==> config.mk <==
export PLATFORM = sky130hd
export DESIGN_NAME = gat_bram_loader
export DESIGN_NICKNAME = d
export VERILOG_FILES = /design/src/rtl/gat_pkg.sv /design/src/rtl/gat_bram_wr_strobe.sv /design/src/rtl/gat_bram_loader.sv
export SDC_FILE = /design/constraint.sdc
export NUM_CORES = 1
export LEC_CHECK = 0
export CELL_PAD_IN_SITES_DETAIL_PLACEMENT = 1
export CELL_PAD_IN_SITES_GLOBAL_PLACEMENT = 1
export CORE_ASPECT_RATIO = 0.9
export CORE_UTILIZATION = 48
export DETAILED_ROUTE_END_ITERATION = 12
export DONT_BUFFER_PORTS = 1
export PLACE_DENSITY = 0.87
export SLEW_MARGIN = 20
export SYNTH_ARGS = -nofsm -noshare
export SYNTH_HDL_FRONTEND = slang
export SYNTH_SLANG_ARGS = --single-unit
==> constraint.sdc <==
create_clock -name clk -period 3.28 [get_ports clk]
set_clock_uncertainty 0.1 [all_clocks]
set_input_delay 0.164 -clock clk [delete_from_list [all_inputs] [get_ports clk]]
set_output_delay 0.164 -clock clk [all_outputs]
set_load 0.1 [all_outputs]
==> src/rtl/gat_pkg.sv <==
// Shared definitions for the GAT BRAM loader: target encoding, header layout, FSM states.
package gat_pkg;

  localparam logic [1:0] TGT_H_DATA    = 2'd0;
  localparam logic [1:0] TGT_NODE_INFO = 2'd1;
  localparam logic [1:0] TGT_WGT       = 2'd2;
  localparam logic [1:0] TGT_SUBGRAPH  = 2'd3;

  localparam int HDR_TGT_MSB = 31;
  localparam int HDR_TGT_LSB = 30;
  localparam int HDR_N_MSB   = 29;
  localparam int HDR_N_LSB   = 0;
  localparam int HDR_N_W     = 30;

  typedef enum logic [1:0] {
    HDR   = 2'd0,
    LOAD  = 2'd1,
    DRAIN = 2'd2
  } state_e;

  // Bit order of the one-hot matches the done/strobe ordering: h_data, node_info, wgt, subgraph.
  function automatic logic [3:0] tgt_onehot(input logic [1:0] tgt);
    logic [3:0] oh;
    case (tgt)
      TGT_H_DATA:    oh = 4'b0001;
      TGT_NODE_INFO: oh = 4'b0010;
      TGT_WGT:       oh = 4'b0100;
      TGT_SUBGRAPH:  oh = 4'b1000;
      default:       oh = 4'b0000;
    endcase
    return oh;
  endfunction

endpackage

==> src/rtl/gat_bram_wr_strobe.sv <==
// Registers shared BRAM write data/address and decodes the target into per-memory ena/wea.
module gat_bram_wr_strobe
  import gat_pkg::*;
#(
  parameter int ADDR_W    = 18,
  parameter int TOP_WIDTH = 32
) (
  input  logic                 clk,
  input  logic                 rst_n,
  input  logic                 wr_en,
  input  logic [1:0]           wr_tgt,
  input  logic [ADDR_W+1:0]    wr_addr,
  input  logic [TOP_WIDTH-1:0] wr_data,
  output logic [TOP_WIDTH-1:0] bram_din,
  output logic [ADDR_W+1:0]    bram_addra,
  output logic                 h_data_bram_ena,
  output logic                 h_data_bram_wea,
  output logic                 h_node_info_bram_ena,
  output logic                 h_node_info_bram_wea,
  output logic                 wgt_bram_ena,
  output logic                 wgt_bram_wea,
  output logic                 subgraph_bram_ena,
  output logic                 subgraph_bram_wea
);

  logic [TOP_WIDTH-1:0] din_r;
  logic [ADDR_W+1:0]    addr_r;
  logic [3:0]           sel_r;

  // Capture one write per cycle; strobes last exactly one cycle, data/address hold otherwise.
  always_ff @(posedge clk or negedge rst_n) begin
    if (!rst_n) begin
      din_r  <= {TOP_WIDTH{1'b0}};
      addr_r <= {(ADDR_W+2){1'b0}};
      sel_r  <= 4'b0000;
    end else if (wr_en) begin
      din_r  <= wr_data;
      addr_r <= wr_addr;
      sel_r  <= tgt_onehot(wr_tgt);
    end else begin
      sel_r  <= 4'b0000;
    end
  end

  assign bram_din             = din_r;
  assign bram_addra           = addr_r;
  assign h_data_bram_ena      = sel_r[0];
  assign h_data_bram_wea      = sel_r[0];
  assign h_node_info_bram_ena = sel_r[1];
  assign h_node_info_bram_wea = sel_r[1];
  assign wgt_bram_ena         = sel_r[2];
  assign wgt_bram_wea         = sel_r[2];
  assign subgraph_bram_ena    = sel_r[3];
  assign subgraph_bram_wea    = sel_r[3];

endmodule

==> src/rtl/gat_bram_loader.sv <==
// Converts a header+payload 32-bit word stream into BRAM writes for the four GAT input memories.
module gat_bram_loader
  import gat_pkg::*;
#(
  parameter int H_DATA_DEPTH    = 242101,
  parameter int NODE_INFO_DEPTH = 13264,
  parameter int WEIGHT_DEPTH    = 22928,
  parameter int SUBGRAPH_DEPTH  = 13264,
  parameter int ADDR_W          = 18,
  parameter int TOP_WIDTH       = 32
) (
  input  logic                 clk,
  input  logic                 rst_n,
  input  logic [TOP_WIDTH-1:0] s_data,
  input  logic                 s_valid,
  input  logic                 s_last,
  output logic                 s_ready,
  input  logic                 load_clr,
  output logic [TOP_WIDTH-1:0] bram_din,
  output logic [ADDR_W+1:0]    bram_addra,
  output logic                 h_data_bram_ena,
  output logic                 h_data_bram_wea,
  output logic                 h_node_info_bram_ena,
  output logic                 h_node_info_bram_wea,
  output logic                 wgt_bram_ena,
  output logic                 wgt_bram_wea,
  output logic                 subgraph_bram_ena,
  output logic                 subgraph_bram_wea,
  output logic                 h_data_bram_load_done,
  output logic                 h_node_info_bram_load_done,
  output logic                 wgt_bram_load_done,
  output logic                 subgraph_load_done,
  output logic                 err
);

  state_e               state_r, state_nxt_s;
  logic [ADDR_W:0]      cnt_r, cnt_nxt_s, cnt_inc_s;
  logic [1:0]           tgt_r, tgt_nxt_s, hdr_tgt_s;
  logic [HDR_N_W-1:0]   n_r, n_nxt_s, hdr_n_s, depth_s;
  logic                 s_ready_r, accept_s, wr_en_s, err_set_s, err_r;
  logic [3:0]           done_set_s, done_r;

  assign accept_s  = s_valid & s_ready_r;
  assign hdr_tgt_s = s_data[HDR_TGT_MSB:HDR_TGT_LSB];
  assign hdr_n_s   = s_data[HDR_N_MSB:HDR_N_LSB];
  assign cnt_inc_s = cnt_r + {{ADDR_W{1'b0}}, 1'b1};

  // Depth of the target named by the incoming header, kept at full header width.
  always_comb begin
    depth_s = 30'd0;
    case (hdr_tgt_s)
      TGT_H_DATA:    depth_s = HDR_N_W'(H_DATA_DEPTH);
      TGT_NODE_INFO: depth_s = HDR_N_W'(NODE_INFO_DEPTH);
      TGT_WGT:       depth_s = HDR_N_W'(WEIGHT_DEPTH);
      TGT_SUBGRAPH:  depth_s = HDR_N_W'(SUBGRAPH_DEPTH);
      default:       depth_s = 30'd0;
    endcase
  end

  // Next-state, counter and event decode; DRAIN reuses n_r as a remaining-word countdown.
  always_comb begin
    state_nxt_s = state_r;
    cnt_nxt_s   = cnt_r;
    tgt_nxt_s   = tgt_r;
    n_nxt_s     = n_r;
    done_set_s  = 4'b0000;
    err_set_s   = 1'b0;
    wr_en_s     = 1'b0;
    case (state_r)
      HDR: begin
        if (accept_s) begin
          if (hdr_n_s == 30'd0) begin
            done_set_s = tgt_onehot(hdr_tgt_s);
          end else if (hdr_n_s <= depth_s) begin
            state_nxt_s = LOAD;
            tgt_nxt_s   = hdr_tgt_s;
            n_nxt_s     = hdr_n_s;
            cnt_nxt_s   = {(ADDR_W+1){1'b0}};
          end else begin
            state_nxt_s = DRAIN;
            n_nxt_s     = hdr_n_s;
            err_set_s   = 1'b1;
          end
        end else begin
          state_nxt_s = HDR;
        end
      end
      LOAD: begin
        if (accept_s) begin
          wr_en_s   = 1'b1;
          cnt_nxt_s = cnt_inc_s;
          if (HDR_N_W'(cnt_inc_s) == n_r) begin
            done_set_s  = tgt_onehot(tgt_r);
            state_nxt_s = HDR;
          end else if (s_last) begin
            err_set_s   = 1'b1;
            state_nxt_s = HDR;
          end else begin
            state_nxt_s = LOAD;
          end
        end else begin
          state_nxt_s = LOAD;
        end
      end
      DRAIN: begin
        if (accept_s) begin
          n_nxt_s = n_r - 30'd1;
          if ((n_r == 30'd1) || s_last) begin
            state_nxt_s = HDR;
          end else begin
            state_nxt_s = DRAIN;
          end
        end else begin
          state_nxt_s = DRAIN;
        end
      end
      default: state_nxt_s = HDR;
    endcase
  end

  // Control state; a set event in the same cycle as load_clr keeps the flag high.
  always_ff @(posedge clk or negedge rst_n) begin
    if (!rst_n) begin
      state_r   <= HDR;
      cnt_r     <= {(ADDR_W+1){1'b0}};
      tgt_r     <= 2'd0;
      n_r       <= 30'd0;
      s_ready_r <= 1'b0;
      done_r    <= 4'b0000;
      err_r     <= 1'b0;
    end else begin
      state_r   <= state_nxt_s;
      cnt_r     <= cnt_nxt_s;
      tgt_r     <= tgt_nxt_s;
      n_r       <= n_nxt_s;
      s_ready_r <= 1'b1;
      done_r    <= (done_r & ~{4{load_clr}}) | done_set_s;
      err_r     <= (err_r & ~load_clr) | err_set_s;
    end
  end

  assign s_ready                    = s_ready_r;
  assign err                        = err_r;
  assign h_data_bram_load_done      = done_r[0];
  assign h_node_info_bram_load_done = done_r[1];
  assign wgt_bram_load_done         = done_r[2];
  assign subgraph_load_done         = done_r[3];

  gat_bram_wr_strobe #(
    .ADDR_W    (ADDR_W),
    .TOP_WIDTH (TOP_WIDTH)
  ) u_wr_strobe (
    .clk                  (clk),
    .rst_n                (rst_n),
    .wr_en                (wr_en_s),
    .wr_tgt               (tgt_r),
    .wr_addr              ({cnt_r[ADDR_W-1:0], 2'b00}),
    .wr_data              (s_data),
    .bram_din             (bram_din),
    .bram_addra           (bram_addra),
    .h_data_bram_ena      (h_data_bram_ena),
    .h_data_bram_wea      (h_data_bram_wea),
    .h_node_info_bram_ena (h_node_info_bram_ena),
    .h_node_info_bram_wea (h_node_info_bram_wea),
    .wgt_bram_ena         (wgt_bram_ena),
    .wgt_bram_wea         (wgt_bram_wea),
    .subgraph_bram_ena    (subgraph_bram_ena),
    .subgraph_bram_wea    (subgraph_bram_wea)
  );

endmodule
==> flow_summary.toml, run 1 <==
[critical_path]
worstPathRequired_ns = 3.50
worst-path-stages = 8
r2r-end = "done_r[1]"
critPathMaxFanout = 9
startpoint_type = "register"
setup.worst_path.end = "done_r[1]"
cpPeakStageDelay_ns = 0.57
critPathSlowestCell = "or4b_1"
rr_startpoint = "cnt_r[1]"
crit_path_cell_trace = "ha_4, xnor2_1, a211o_1, or4b_1, nor4_1, nand4_1, or4_4, o31ai_1"
reg2reg_depth = 8
cp.arrival_ns = 3.41
crit_family = "simple AND/OR/NAND/NOR gates"
worst-setup-path-type = "reg2reg"
worst-path-buf-inv = 0
regToRegSetupSlack_ns = 0.09
cp-end-kind = "register"
startpoint = "cnt_r[1]"

[pwr]
vdd_ir_drop_max_v = 0.000846
internal_power_mw = 3.79
leakagePower_nw = 3.40
pwr-share-clk_pct = 23.4
power.switching_mw = 4.33
totalPowerFinal_mw = 8.12
swShare_pct = 53.3
power.density_nw_per_um2 = 1040
combPwrFrac_pct = 23.5
power.share.sequential_pct = 53.1

[die]
num_io_pins = 103
chipHeight_um = 113
die_w_um = 126
fp.coreArea_um2 = 13400
die_area_um2 = 14200
initial_core_util_pct = 49.3
rows = 40

[logic_synthesis]
synth-simple-area-share_pct = 26.4
yosysUniqueCellTypes = 69
synth_seq_cells = 113
synth-async-reset-ratio_pct = 100
synth-seq-area-share_pct = 42.8
yosysWarnings = 0
synth-edff-count = 0
synth_ff_type = "dfrtp_1"
synth_xor_area_share_pct = 2.92
muxShareOfSynthArea_pct = 1.55
synth_compound_area_share_pct = 17.8
syn_area_um2 = 6610
synthAdderAreaFrac_pct = 2.65
synth_top_family_by_area = "simple AND/OR/NAND/NOR gates"
syn_area_per_cell_um2 = 8.28
syn_inst = 798

[cells_and_area]
final_common_cell = "nand2_1"
fillers = 1536
area_growth_pct = 18.4
antenna_cells = 0
drive_gt1_share_pct = 10.8
final_nets = 878
mostFrequentLayoutCells = "161 x nand2_1, 108 x dfrtp_1, 68 x o21ai_0, 55 x a21oi_1, 48 x nor2_1"

[timing]
hold_viol = 0
fmax_mhz = 314
finalCriticalPeriod_ns = 3.19
drv_slew = 0
setup_viol = 0
tightestPinTransition_ns = 1.05
fin_crit_sh_pct = 97.2
rsz0062_at_grt = "false"
hold-worst-slack_ns = 0.0312
finalSetupTns_ns = 0
relSlewSlack_pct = 29.9

[cts]
cts_made_buffers = 17
cts_root_buffer = "clkbuf_16"
clkSinkCount = 113
clockBufferDepth = 2
cts_tree = "built"
clk_pin_slew_ns = 0.06
htreeDepth = 4
clock_latency_ns = 0.43

[drt]
ant_nets = 0
routed_wl_mm = 23.0
drt_iter0_drc = 595
drtPass1Iterations = 9
drc = 7
drt-wirelength-per-cell_um = 22.8
via_per_inst = 6.45
vias = 6499

[placement]
hpwl_mm = 14.7
gp_congestion = 0.925
port_buffers = 0

[worst_hold_path]
hp-class = "in2reg"

[status]
status = "complete, but fails checks"
violations = "DRC"

[flow_run]
drv_cap = 0

[global_route]
grt_pass1_vias = 6861
antenna_found_initial = 0
grt_pass1_wl_mm = 36.7
grt_max_degree = 114
grt_use_total_pct = 33.6
grt_overflow = 0
==> cell families after synthesis <==
group	Yosys count
multiplexers	10
AO/OA/AOI/OAI	195
flip-flops	113
adder cells (fa/ha/maj)	14
other	2
buffers and inverters	86
XOR/XNOR	22
AND/OR/NAND/NOR	356
==> registers in the layout (all words and copies together) (netlist names) <==
signal / count
cnt_r: 19
done_r: 4
err: 1
n_r: 30
s_ready: 1
state_r: 2
tgt_r: 2
u_wr_strobe.bram_addra: 18
u_wr_strobe.bram_din: 32
u_wr_strobe.sel_r: 4
==> tightest hold or removal path: stages <==
cell	delay (ns)
nor2_1	0.05
a22oi_1	0.20
o41ai_2	0.11
==> layout make-up <==
type	count	area (µm²)	area share, %
Multi-Input combinational cell	600	3460	44.2
Timing Repair Buffer	66	621	7.93
Clock inverter	13	163	2.08
Sequential cell	113	2830	36.2
Inverter	29	109	1.39
Clock buffer	19	433	5.53
Tap cell	168	210	2.69
==> power by group through the flow <==
stage	clock network, mW	logic (mW)	registers [mW]
2_1_floorplan	0	1.41	4.05
3_3_place_gp	0	1.60	4.25
3_5_place_dp	0	1.73	4.30
4_1_cts	1.91	1.85	4.28
5_1_grt	1.98	2.09	4.37
6_report	1.90	1.91	4.31
==> cell usage after synthesis (3+ instances only) <==
master | number | area share (%)
nand3_1 | 29 | 2.2
nor3_1 | 23 | 1.7
nor4b_1 | 4 | 0.53
buf_4 | 8 | 0.91
o2bb2ai_1 | 3 | 0.40
o221ai_1 | 3 | 0.40
buf_1 | 5 | 0.28
nor4_1 | 17 | 1.6
or4_1 | 5 | 0.57
o31ai_1 | 5 | 0.57
o22ai_1 | 5 | 0.47
or3_1 | 4 | 0.38
nor2_1 | 49 | 2.8
o22a_1 | 5 | 0.66
clkbuf_1 | 38 | 2.2
buf_2 | 3 | 0.23
xnor2_1 | 12 | 1.6
ha_1 | 14 | 2.7
xor2_1 | 10 | 1.3
nand2_1 | 162 | 9.2
a21oi_1 | 55 | 4.2
and3_1 | 5 | 0.47
nand4_1 | 20 | 1.9
a31oi_1 | 12 | 1.1
a22oi_1 | 9 | 1.0
dfrtp_1 | 113 | 43
inv_1 | 29 | 1.6
o21a_1 | 5 | 0.57
nand2b_1 | 11 | 1.0
o211ai_1 | 3 | 0.34
nor2b_1 | 4 | 0.38
mux2i_1 | 8 | 1.2
o21ai_0 | 68 | 5.2
==> per-stage QoR <==
step,std cells,cell area [µm²],utilization [%],setup WS [ns]
4_1_cts,1006,7780,58.0,0.0725
6_report,1008,7830,58.3,0.0919
5_1_grt,1008,7830,58.3,0.0211
2_1_floorplan,799,6610,-,0.412
3_5_place_dp,936,6790,50.6,0.151
3_3_place_gp,936,6790,50.6,0.312
==> how the worst min path moves through the flow <==
stage,slack [ns],startpoint,depth (start not counted),to
after floorplan,-0.23,rst_n,0,cnt_r[0]
after global placement,-0.23,rst_n,0,u_wr_strobe.sel_r[0]
after detailed placement,-0.23,rst_n,0,u_wr_strobe.sel_r[0]
after CTS,0.03,s_data[30],3,done_r[0]
after global routing,0.03,s_data[30],3,done_r[0]
final,0.03,s_data[30],3,done_r[0]
==> routing by layer <==
layer	part of all wire, %	track usage [%]
met1	40	40.1
met2	51	57.9
met3	6.2	7.90
met4	2.9	14.5
met5	0	0
==> repair_timing <==
action	CTS	global route
resized for setup	1	6
setup buffers	0	2
hold buffers	38	0
hold endpoints to repair	183	0
pin swaps	0	2
endpoints found under the setup margin	1	28
(Power assumes the default switching activity.)
==> run 2, diff against run 1 <==
==> constraint.sdc (replaced) <==
create_clock -name clk -period 3.48 [get_ports clk]
set_clock_uncertainty 0.1 [all_clocks]
set_input_delay 0.174 -clock clk [delete_from_list [all_inputs] [get_ports clk]]
set_output_delay 0.174 -clock clk [all_outputs]
set_load 0.1 [all_outputs]
==> run 2 against run 1 <==
The flow still finishes with violations (DRC). Count of clock-buffer cells in the layout rose by 4. Die area stayed put. Clock power fell by 4%. Sequential power decreased by 5.1%. Power decreased by 6.7%. Cell count fell by 1.2%. Via count fell by 1.7%. Critical path type is now in2reg. Largest power group unchanged. Highest routed layer unchanged.
==> flow_summary.toml, run 2 (synthesized netlist as in run 1, its figures left out) <==
[critical_path]
r2r-end = "done_r[2]"
critPathMaxFanout = 24
crit_path_cell_trace = "dlygate4sd3_1, inv_1, nand2_1, inv_1, ha_1, and3_1, nor4_1, o311ai_0, a2111oi_0, buf_4, o21ai_1, buf_12, a21oi_1, o21ai_0"
worstPathRequired_ns = 3.67
regToRegSetupSlack_ns = 0.27
rr_startpoint = "cnt_r[2]"
cp.arrival_ns = 3.40
cp-end-kind = "register"
crit_family = "buffers and inverters"
critPathSlowestCell = "dlygate4sd3_1"
reg2reg_depth = 7
worst-path-stages = 14
worst-path-buf-inv = 5
startpoint = "s_data[30]"
worst-setup-path-type = "in2reg"
cpPeakStageDelay_ns = 0.58
setup.worst_path.end = "cnt_r[16]"
timing.critical_path.mode_cell = "inv_1"
startpoint_type = "primary input"

[worst_hold_path]
hp-class = "in2reg"

[drt]
ant_nets = 0
drt-wirelength-per-cell_um = 22.0
drc = 7
drtPass1Iterations = 9
vias = 6387
via_per_inst = 6.41
routed_wl_mm = 21.9
drt_iter0_drc = 426

[cts]
clock_latency_ns = 0.42
clk_pin_slew_ns = 0.05
cts_made_buffers = 17
clkSinkCount = 113
cts_root_buffer = "clkbuf_16"
clockBufferDepth = 2
cts_tree = "built"
htreeDepth = 4

[die]
chipHeight_um = 113
rows = 40
fp.coreArea_um2 = 13400
die_w_um = 126
num_io_pins = 103
die_area_um2 = 14200
initial_core_util_pct = 49.3

[cells_and_area]
mostFrequentLayoutCells = "162 x nand2_1, 109 x dfrtp_1, 68 x o21ai_0, 55 x a21oi_1, 48 x nor2_1"
antenna_cells = 0
fillers = 1582
final_nets = 866
drive_gt1_share_pct = 9.06
final_common_cell = "nand2_1"
largest_reg_flops = 32
area_growth_pct = 17.0
fin_cells = 996

[status]
violations = "DRC"
status = "complete, but fails checks"

[global_route]
grt_max_degree = 114
grt_use_total_pct = 32.2
grt_pass1_wl_mm = 35.4
grt_pass1_vias = 6689
antenna_found_initial = 0
grt_overflow = 0

[pwr]
vdd_ir_drop_max_v = 0.000698
leakagePower_nw = 3.36
power.density_nw_per_um2 = 980

[placement]
hpwl_mm = 13.9
port_buffers = 0
placedCellCount = 926
gp_congestion = 0.881

[timing]
finalSetupTns_ns = 0
drv_slew = 0
finalCriticalPeriod_ns = 3.21
setup_viol = 0
tightestPinTransition_ns = 1.03
fmax_mhz = 311
rsz0062_at_grt = "false"
fin_crit_sh_pct = 92.3
relSlewSlack_pct = 31.4
hold_viol = 0

[flow_run]
drv_cap = 0
-- run 2: changes by cell type in the layout (fill, tap and decap cells not counted), moves of 2 or more --
cell,change
nor4_1,+2
nor4_2,-2
clkbuf_8,+4
buf_4,-12
clkinv_4,-2
-- run 2: how the worst min path moves through the flow --
stage / endpoint / cells after the start / startpoint / slack [ns]
floorplan: cnt_r[0] / 0 / rst_n / -0.22
global placement: u_wr_strobe.sel_r[0] / 0 / rst_n / -0.22
detailed placement: u_wr_strobe.sel_r[0] / 0 / rst_n / -0.22
CTS: n_r[28] / 3 / s_data[28] / 0.005
global route: n_r[28] / 3 / s_data[28] / 0.01
finish: n_r[28] / 3 / s_data[28] / 0.007
-- run 2: timing repair --
item | CTS | global route
setup buffers | 0 | 0
hold buffers | 38 | 0
hold endpoints to repair | 178 | 0
gates resized for setup | 0 | 1
setup endpoints to repair | 0 | 1
-- run 2: final cells by class --
class,instances,area [µm²],share of cell area (%)
sequential,113,2830,36.7
inverter,29,109,1.41
clock inverter,9,129,1.67
timing repair buffer,54,531,6.86
multi-input combinational,600,3430,44.4
clock buffer,23,488,6.31
tap,168,210,2.72
-- run 2: power breakdown --
part / switching [mW] / internal [mW] / leakage, nW
clock: 0.622 / 1.20 / 0.299
combinational: 1.00 / 0.661 / 1.64
sequential: 2.35 / 1.74 / 1.42
total: 3.98 / 3.60 / 3.36
-- run 2: worst reg2reg max path, stage by stage (launching register included) --
cell	delay, ns
dfrtp_1	0.64
nand4_1	0.48
nor3_4	0.47
xnor2_1	0.14
o221ai_1	0.21
o21ai_0	0.20
or4_4	0.61
o31ai_1	0.26
-- run 2: per-stage QoR --
stage / utilization (%) / power [mW] / worst slack [ns] / instance area, µm² / hold slack (ns)
6_report: 57.6 / 7.58 / 0.270 / 7730 / 0.00670
5_1_grt: 57.6 / 7.90 / 0.0356 / 7730 / 0.0139
4_1_cts: 57.6 / 7.56 / 0.262 / 7730 / 0.00475
3_5_place_dp: 50.0 / 5.61 / 0.285 / 6710 / -0.219
3_3_place_gp: 50.0 / 5.47 / 0.443 / 6710 / -0.218
2_1_floorplan: - / 5.15 / 0.612 / 6610 / -0.222
-- run 2: metal layers --
metal | up-vias | global-route usage, % | part of all wire (%)
li1 | 2858 | - | -
met1 | 3243 | 37.8 | 41
met5 | - | 0 | 0
met2 | 222 | 56.8 | 51
met3 | 64 | 6.90 | 5.4
met4 | 0 | 14.5 | 3.2
==> run 3, diff against run 2 <==
--- a/config.mk
+++ b/config.mk
@@ -8,10 +8,10 @@
 export CELL_PAD_IN_SITES_DETAIL_PLACEMENT = 1
 export CELL_PAD_IN_SITES_GLOBAL_PLACEMENT = 1
 export CORE_ASPECT_RATIO = 0.9
-export CORE_UTILIZATION = 48
+export CORE_UTILIZATION = 51
 export DETAILED_ROUTE_END_ITERATION = 12
 export DONT_BUFFER_PORTS = 1
-export PLACE_DENSITY = 0.87
+export PLACE_DENSITY = 0.92
 export SLEW_MARGIN = 20
 export SYNTH_ARGS = -nofsm -noshare
 export SYNTH_HDL_FRONTEND = slang
==> constraint.sdc (replaced) <==
create_clock -name clk -period 4 [get_ports clk]
set_clock_uncertainty 0.1 [all_clocks]
set_input_delay 0.2 -clock clk [delete_from_list [all_inputs] [get_ports clk]]
set_output_delay 0.2 -clock clk [all_outputs]
set_load 0.1 [all_outputs]
==> run 3 against run 2 <==
The flow now finishes without violations. Critical path depth fell by 7. Worst setup slack improved by 0.068 ns. Sequential share of layout area rose by 0.45 points. Register-to-register slack improved by 0.07 ns. Global-route usage rose by 8.6 points. Clock power fell by 12%. Non-clock buffer count fell by 9.
==> flow_summary.toml, run 3 (synthesized netlist as in run 1, its figures left out) <==
[critical_path]
r2r-end = "state_r[0]"
cp.arrival_ns = 3.81
rr_startpoint = "cnt_r[2]"
reg2reg_depth = 7
startpoint_type = "register"
worstPathRequired_ns = 4.15
cp-end-kind = "register"
regToRegSetupSlack_ns = 0.34
worst-setup-path-type = "reg2reg"
critPathMaxFanout = 15

[placement]
pre_cts_slack_ns = -0.00134
gp_congestion = 0.931
dpl_cell_area_um2 = 6640
port_buffers = 0
placedCellCount = 914
hpwl_mm = 14.3

[cts]
htreeDepth = 4
cts_tree = "built"
cts_made_buffers = 17
clk_pin_slew_ns = 0.05
clockBufferDepth = 2
clock_latency_ns = 0.44
cts_setup_buffers = 0
clkSinkCount = 113
cts_root_buffer = "clkbuf_16"

[drt]
drt-wirelength-per-cell_um = 26.1
drc = 0
via_per_inst = 6.97
drtPass1Iterations = 7
drt_iter0_drc = 949
routed_wl_mm = 25.7
ant_nets = 0
vias = 6859

[global_route]
grt_pass1_wl_mm = 40.8
grt_pass1_vias = 7452
grt_overflow = 0
antenna_found_initial = 0
grt_max_degree = 114
grt_use_met2_pct = 69.2
grt_use_met1_pct = 45.5
grt.busiest_layer = "met2"
grt_use_total_pct = 40.8
use_met3_pct = 10.3

[die]
rows = 39
fp.coreArea_um2 = 12700
num_io_pins = 103
initial_core_util_pct = 52.1
die_w_um = 122
chipHeight_um = 110
die_area_um2 = 13400

[timing]
tightestPinTransition_ns = 1.15
finalWorstSetupSlack_ns = 0.338
setup_viol = 0
relSlewSlack_pct = 23.4
drv_slew = 0
fmax_mhz = 273
hold_viol = 0
rsz0062_at_grt = "false"
finalCriticalPeriod_ns = 3.66
fin_crit_sh_pct = 91.6
hold-worst-slack_ns = 0.0185

[cells_and_area]
largest_reg_flops = 32
multi_input_area_um2 = 3440
final_common_cell = "nand2_1"
area_growth_pct = 15.5
final_nets = 857
register_area_um2 = 2830
fillers = 1471
mostFrequentLayoutCells = "162 x nand2_1, 109 x dfrtp_1, 68 x o21ai_0, 55 x a21oi_1, 48 x nor2_1"
drive_gt1_share_pct = 8.06
fin_cells = 984
final_area_um2 = 7630

[pwr]
power.density_nw_per_um2 = 886
totalPowerFinal_mw = 6.77
leakagePower_nw = 3.30
vdd_ir_drop_max_v = 0.000697

[status]
status = "completed"

[worst_hold_path]
holdPathEnd = "n_r[25]"
worstHoldStart = "s_data[25]"
hp-class = "in2reg"
min_path_cells = 3

[flow_run]
drv_cap = 0
==> run 3: worst max-delay path: stages, from the launching register on <==
cell	delay, ns
dfrtp_1	0.64
nand4_1	0.50
nor4_4	0.45
mux2i_1	0.36
o22ai_1	0.17
nor4b_1	0.52
nor4b_1	0.55
o311ai_0	0.20
==> run 3: layout make-up <==
| class | instances | share of cell area, % |
|---|---|---|
| antenna | 1 | 0.0328 |
| clock buffer | 22 | 6.08 |
| clock inverter | 10 | 1.75 |
| inverter | 29 | 1.43 |
| multi-input combinational | 600 | 45.1 |
| sequential | 113 | 37.1 |
| tap | 164 | 2.69 |
| timing repair buffer | 45 | 5.87 |
==> run 3: stage by stage <==
step | util [%] | TNS [ns]
CTS | 60.1 | 0
global placement | 52.3 | 0
floorplan | - | 0
global route | 60.2 | 0
finish | 60.2 | 0
detailed placement | 52.3 | -0.00134
==> run 3: layer usage <==
| metal | wire length [µm] | vias up |
|---|---|---|
| met5 | 0 | - |
| met2 | 12700 | 484 |
| li1 | - | 2843 |
| met3 | 2170 | 155 |
| met4 | 1600 | 0 |
| met1 | 9150 | 3377 |
==> run 3: worst max path at each step <==
stage	start	to	slack (ns)	cells past startpoint
floorplan	cnt_r[0]	done_r[0]	1.13	9
CTS	s_data[0]	cnt_r[2]	0.23	10
global placement	s_data[30]	cnt_r[14]	0.40	11
detailed placement	s_data[30]	cnt_r[16]	-0.001	11
finish	cnt_r[2]	state_r[0]	0.34	7
global route	cnt_r[0]	done_r[1]	0.05	8
==> run 3: where the power goes <==
part           internal (mW)  leakage [nW]  switching [mW]
Combinational          0.572          1.60           0.997
Clock                   1.01         0.290           0.591
Sequential              1.51          1.42            2.09
==> run 3: what timing repair did <==
item,CTS,global route
endpoints found under the hold margin,175,0
resized for setup,0,0
hold buffers,37,0
